--- src/rtl/mem_port_arbiter.sv ---
// Two-port arbiter in front of the single-port VeriRISC memory: one whole
// transaction per grant (round-robin or fixed priority), with programmable read latency.
module mem_port_arbiter #(
    parameter int unsigned AW        = 5,
    parameter int unsigned DW        = 8,
    parameter int unsigned MEM_LAT   = 1,
    parameter int unsigned FIXED_PRI = 0
) (
    input  logic          i_clk,
    input  logic          i_rst,
    input  logic          i_req0,
    input  logic          i_wr0,
    input  logic [AW-1:0] i_addr0,
    input  logic [DW-1:0] i_wdata0,
    output logic          o_ack0,
    output logic [DW-1:0] o_rdata0,
    input  logic          i_req1,
    input  logic          i_wr1,
    input  logic [AW-1:0] i_addr1,
    input  logic [DW-1:0] i_wdata1,
    output logic          o_ack1,
    output logic [DW-1:0] o_rdata1,
    output logic [AW-1:0] o_mem_addr,
    output logic [DW-1:0] o_mem_wdata,
    output logic          o_mem_rd,
    output logic          o_mem_wr,
    input  logic [DW-1:0] i_mem_rdata,
    output logic          o_busy,
    output logic          o_gnt_id
);

    typedef enum logic [1:0] {StIdle, StIssue, StWait, StResp} state_t;

    state_t        r_state;
    logic [2:0]    r_cnt;
    logic          r_last;
    logic          r_gnt;
    logic          r_busy;
    logic          r_ack0;
    logic          r_ack1;
    logic          r_mem_rd;
    logic          r_mem_wr;
    logic [AW-1:0] r_mem_addr;
    logic [DW-1:0] r_mem_wdata;
    logic [DW-1:0] r_rdata0;
    logic [DW-1:0] r_rdata1;

    logic w_any;
    logic w_win;

    assign w_any = i_req0 | i_req1;

    // Tie break: fixed priority favours port 0, otherwise the port that did not win last.
    always_comb begin
        w_win = i_req1;
        if (i_req0 && i_req1) begin
            w_win = (FIXED_PRI != 0) ? 1'b0 : ~r_last;
        end
    end

    always_ff @(posedge i_clk or posedge i_rst) begin
        if (i_rst) begin
            r_state     <= StIdle;
            r_cnt       <= 3'd0;
            r_last      <= 1'b1;
            r_gnt       <= 1'b0;
            r_busy      <= 1'b0;
            r_ack0      <= 1'b0;
            r_ack1      <= 1'b0;
            r_mem_rd    <= 1'b0;
            r_mem_wr    <= 1'b0;
            r_mem_addr  <= '0;
            r_mem_wdata <= '0;
            r_rdata0    <= '0;
            r_rdata1    <= '0;
        end else begin
            r_ack0   <= 1'b0;
            r_ack1   <= 1'b0;
            r_mem_rd <= 1'b0;
            r_mem_wr <= 1'b0;
            case (r_state)
                StIdle: begin
                    if (w_any) begin
                        // mem_addr/mem_wdata/mem_wr double as the captured request.
                        r_gnt       <= w_win;
                        r_busy      <= 1'b1;
                        r_mem_addr  <= w_win ? i_addr1 : i_addr0;
                        r_mem_wdata <= w_win ? i_wdata1 : i_wdata0;
                        r_mem_wr    <= w_win ? i_wr1 : i_wr0;
                        r_mem_rd    <= w_win ? ~i_wr1 : ~i_wr0;
                        r_state     <= StIssue;
                    end
                end
                StIssue: begin
                    if (r_mem_wr) begin
                        r_ack0  <= ~r_gnt;
                        r_ack1  <= r_gnt;
                        r_state <= StResp;
                    end else begin
                        r_cnt   <= 3'(MEM_LAT);
                        r_state <= StWait;
                    end
                end
                StWait: begin
                    if (r_cnt == 3'd1) begin
                        if (r_gnt) begin
                            r_rdata1 <= i_mem_rdata;
                        end else begin
                            r_rdata0 <= i_mem_rdata;
                        end
                        r_ack0  <= ~r_gnt;
                        r_ack1  <= r_gnt;
                        r_cnt   <= 3'd0;
                        r_state <= StResp;
                    end else begin
                        r_cnt <= r_cnt - 3'd1;
                    end
                end
                StResp: begin
                    r_last  <= r_gnt;
                    r_busy  <= 1'b0;
                    r_state <= StIdle;
                end
                default: r_state <= StIdle;
            endcase
        end
    end

    assign o_ack0      = r_ack0;
    assign o_ack1      = r_ack1;
    assign o_rdata0    = r_rdata0;
    assign o_rdata1    = r_rdata1;
    assign o_mem_addr  = r_mem_addr;
    assign o_mem_wdata = r_mem_wdata;
    assign o_mem_rd    = r_mem_rd;
    assign o_mem_wr    = r_mem_wr;
    assign o_busy      = r_busy;
    assign o_gnt_id    = r_gnt;

endmodule

--- config.mk ---
export PLATFORM = sky130hd
export DESIGN_NAME = mem_port_arbiter
export DESIGN_NICKNAME = d
export VERILOG_FILES = /design/src/rtl/mem_port_arbiter.sv
export SDC_FILE = /design/constraint.sdc
export NUM_CORES = 1
export LEC_CHECK = 0
export BUFFER_PORTS_ARGS = -buffer_cell sky130_fd_sc_hd__clkbuf_2
export CORE_ASPECT_RATIO = 0.8
export CORE_MARGIN = 3
export CORE_UTILIZATION = 39
export CTS_CLUSTER_DIAMETER = 100
export CTS_CLUSTER_SIZE = 30
export DETAILED_ROUTE_END_ITERATION = 10
export GPL_ROUTABILITY_DRIVEN = 0
export HOLD_SLACK_MARGIN = 0.05
export PLACE_DENSITY = 0.67
export SYNTH_ARGS = -nofsm -noshare
export SYNTH_HDL_FRONTEND = slang
export SYNTH_SLANG_ARGS = --single-unit
--- constraint.sdc ---
create_clock -name i_clk -period 1.9 [get_ports i_clk]
set_input_delay 0.285 -clock i_clk [delete_from_list [all_inputs] [get_ports i_clk]]
set_output_delay 0.285 -clock i_clk [all_outputs]
set_load 0.01 [all_outputs]
==> results_dict.tcl <==
set metrics [dict create \
    drc 0 \
    worst_slack_ns 0.168 \
    cp_slowest_stage_delay_ns 0.42 \
    cts_root_buf "clkbuf_8" \
    r2r_cells 5 \
    swShare 0.355 \
    cts_tree "built" \
    netlist.area_leader.share 0.536 \
    drtAntennaViolNets 0 \
    mostFrequentLayoutCells "clkbuf_2 (74), dfrtp_1 (40), a21oi_1 (26)" \
    post_drt_wl_per_cell_um 12.9 \
    ys_seq_elements 41 \
    cellPowerDensity_mw_per_mm2 1700 \
    syn_avg_cell_area_um2 11.3 \
    hold_viol 0 \
    ir_drop_mv 0.742 \
    grt_pass1_wl_mm 6.47 \
    p_clk_frac 0.173 \
    netlist_area_mm2 0.00187 \
    coreArea_mm2 0.00439 \
    die_x_um 83.4 \
    hpwlAfterDp_mm 2.94 \
    period_minus_slack_ns 1.73 \
    drv_cap 0 \
    yosys.cell_types.count 32 \
    clock_latency_ns 0.28 \
    fin_crit_sh 0.912 \
    n_fill_cell 395 \
    critPathMaxFanout 8 \
    overflow 0 \
    drt_iter0_markers 71 \
    power_frac_comb 0.446 \
    hold_buffers 0 \
    stdcell_count 303 \
    fp.dieArea_mm2 0.00566 \
    synth_nets 212 \
    dpl.cell_count 295 \
    die_h_um 67.9 \
    rows 21 \
    internal-power_uw 2660 \
    drtPass1Iterations 4 \
    status "finished clean" \
    fin_skew_ns 0.00533 \
    worst_hold_path_type "primary input to asynchronous set/reset pin" \
    antenna_found_initial 0 \
    grt.total_usage 0.145 \
    viasPerCell 4.78 \
    portBuffers 74 \
    slew_headroom 0.363 \
    io_pins 75 \
    finalMaxSlewViolations 0 \
    syn_inst 166 \
    dr_total_vias 1449 \
    post_cts_buffers 0 \
    mostFrequentLayoutCell "clkbuf_2" \
    cts_buffer_depth 2 \
    grt_max_degree 42 \
    syn2layout_area_growth_pct 29.9 \
    worstMarginPinSlew_ns 0.950 \
    antennaDiodeCount 0 \
    yosysTopAreaCell "dfrtp_1" \
    yosys-top-cells-area "dfrtp_1 (54%), a21oi_1 (7.0%), mux2_4 (6.4%)" \
    sequentialPowerShare 0.381 \
    routed_wl_mm 3.92 \
    clock-sinks 41 \
    numCtsBuffers 5 \
    final_nets 291 \
    drive_gt1_frac 0.447 \
    leakagePower_uw 0.00123 \
    pre_cts_ws_ns 0.187 \
    crit_path_end_kind "flop" \
    setup_tns_ns 0 \
    ctsResizeCount 0 \
    synth-seq-area-share 0.550 \
    p_sw_uw 1470 \
    first_global_vias 1387 \
    grt_setup_unrepaired "no" \
    setup_viol 0 \
    hold_ws_ns 0.104 \
    required_ns 2.07 \
    startpoint_type "flop" \
    cts-htree-levels 2 \
    yosys_warnings 0 \
    clkTransAtPathRegs_ns 0.08 \
    critPathSlowestCell "dfrtp_1" \
    fmax_mhz 577 \
    critPathArrivalTime_ns 1.90 \
    start_util 0.426 \
    cp_cell_sequence "inv_1 > ha_1 > and3b_4 > and2_4 > mux2_4" \
    critical_path_class "flop to flop" \
]
## critical path, delay by kind of cell, from the launching register on
kind                     cells  cell delay (ns)
buffers and inverters        1             0.11
AND/OR/NAND/NOR              2             0.48
adder cells (fa/ha/maj)      1             0.29
flip-flops                   1             0.42
multiplexers                 1             0.31
## metal layers
| layer | part of all wire | global-route usage |
|---|---|---|
| met4 | 0.0036 | 0.0429 |
| met2 | 0.41 | 0.218 |
| met5 | 0 | 0 |
| met1 | 0.50 | 0.200 |
| met3 | 0.081 | 0.0505 |
## flip-flops by register name, indices dropped and copies added (netlist names)
register     flops
o_rdata0         8
r_state          2
o_rdata1         8
o_mem_addr       5
o_ack0           1
o_mem_rd         1
o_mem_wdata      8
o_mem_wr         1
r_last           1
o_busy           1
r_cnt            3
o_gnt_id         1
o_ack1           1
## layout make-up
| class | instances | area (µm²) | area share |
|---|---|---|---|
| clock buffer | 6 | 82.6 | 0.0340 |
| tap | 57 | 71.3 | 0.0294 |
| multi-input combinational | 113 | 777 | 0.320 |
| inverter | 7 | 26.3 | 0.0108 |
| timing repair buffer | 77 | 405 | 0.167 |
| clock inverter | 2 | 37.5 | 0.0155 |
| sequential | 41 | 1030 | 0.423 |
## cell families (layout without fill, tap and decap cells)
kind of cell / Yosys count / count (layout) / share of synthesized area
muxes: 19 / 19 / 0.130
and+or+nand+nor: 44 / 44 / 0.109
DFF: 41 / 41 / 0.550
adders and majority gates: 6 / 6 / 0.0402
AOI/OAI and AO/OA: 44 / 44 / 0.137
buffers and inverters: 12 / 92 / 0.0342
## Yosys cell counts
cell and number:
nand4bb_1 1, a21oi_1 26, buf_2 3, nor2b_1 1, buf_4 1, o21ai_0 8
and3b_4 1, o2bb2ai_1 1, and2_1 1, o21ai_1 1, a21boi_2 1, ha_1 6
mux2_4 8, and2_4 1, dfrtp_1 40, a21bo_2 2, mux2_2 10, o311ai_0 1
nand2_2 1, or2b_1 1, dfstp_2 1, buf_8 1, mux2i_1 1, a221oi_1 1
nand2_1 16, nor2_1 19, nand2b_1 1, inv_1 7, and2b_1 1, a22oi_1 1
a21boi_0 1, o21a_1 1
## path summary, 6_finish.rpt
check | start | end | slack [ns]
worst max-delay path | r_state[0] | o_rdata0[1] | 0.17
worst min-delay path | i_rst | o_mem_wdata[1] | 0.10
worst max register to register | r_state[0] | o_rdata0[1] | 0.17
worst min register to register | r_cnt[1] | r_cnt[1] | 0.50
max in group asynchronous | i_rst | r_last | 1.43
min in group i_clk | i_addr0[1] | o_mem_addr[1] | 0.21
## power groups by stage
stage	clock network [µW]	registers [µW]	logic (µW)
6_report	714	1570	1840
5_1_grt	782	1630	2050
4_1_cts	746	1570	1870
3_5_place_dp	0	1570	1890
3_3_place_gp	0	1590	1840
2_1_floorplan	0	1720	1080
## through the flow
stage	utilization	total power [µW]	area, µm²
floorplan	-	2800	1870
global placement	0.526	3420	2310
detailed placement	0.526	3460	2310
CTS	0.553	4190	2430
global route	0.553	4470	2430
finish	0.553	4130	2430
Note: power is estimated with default switching activity, not from simulation.
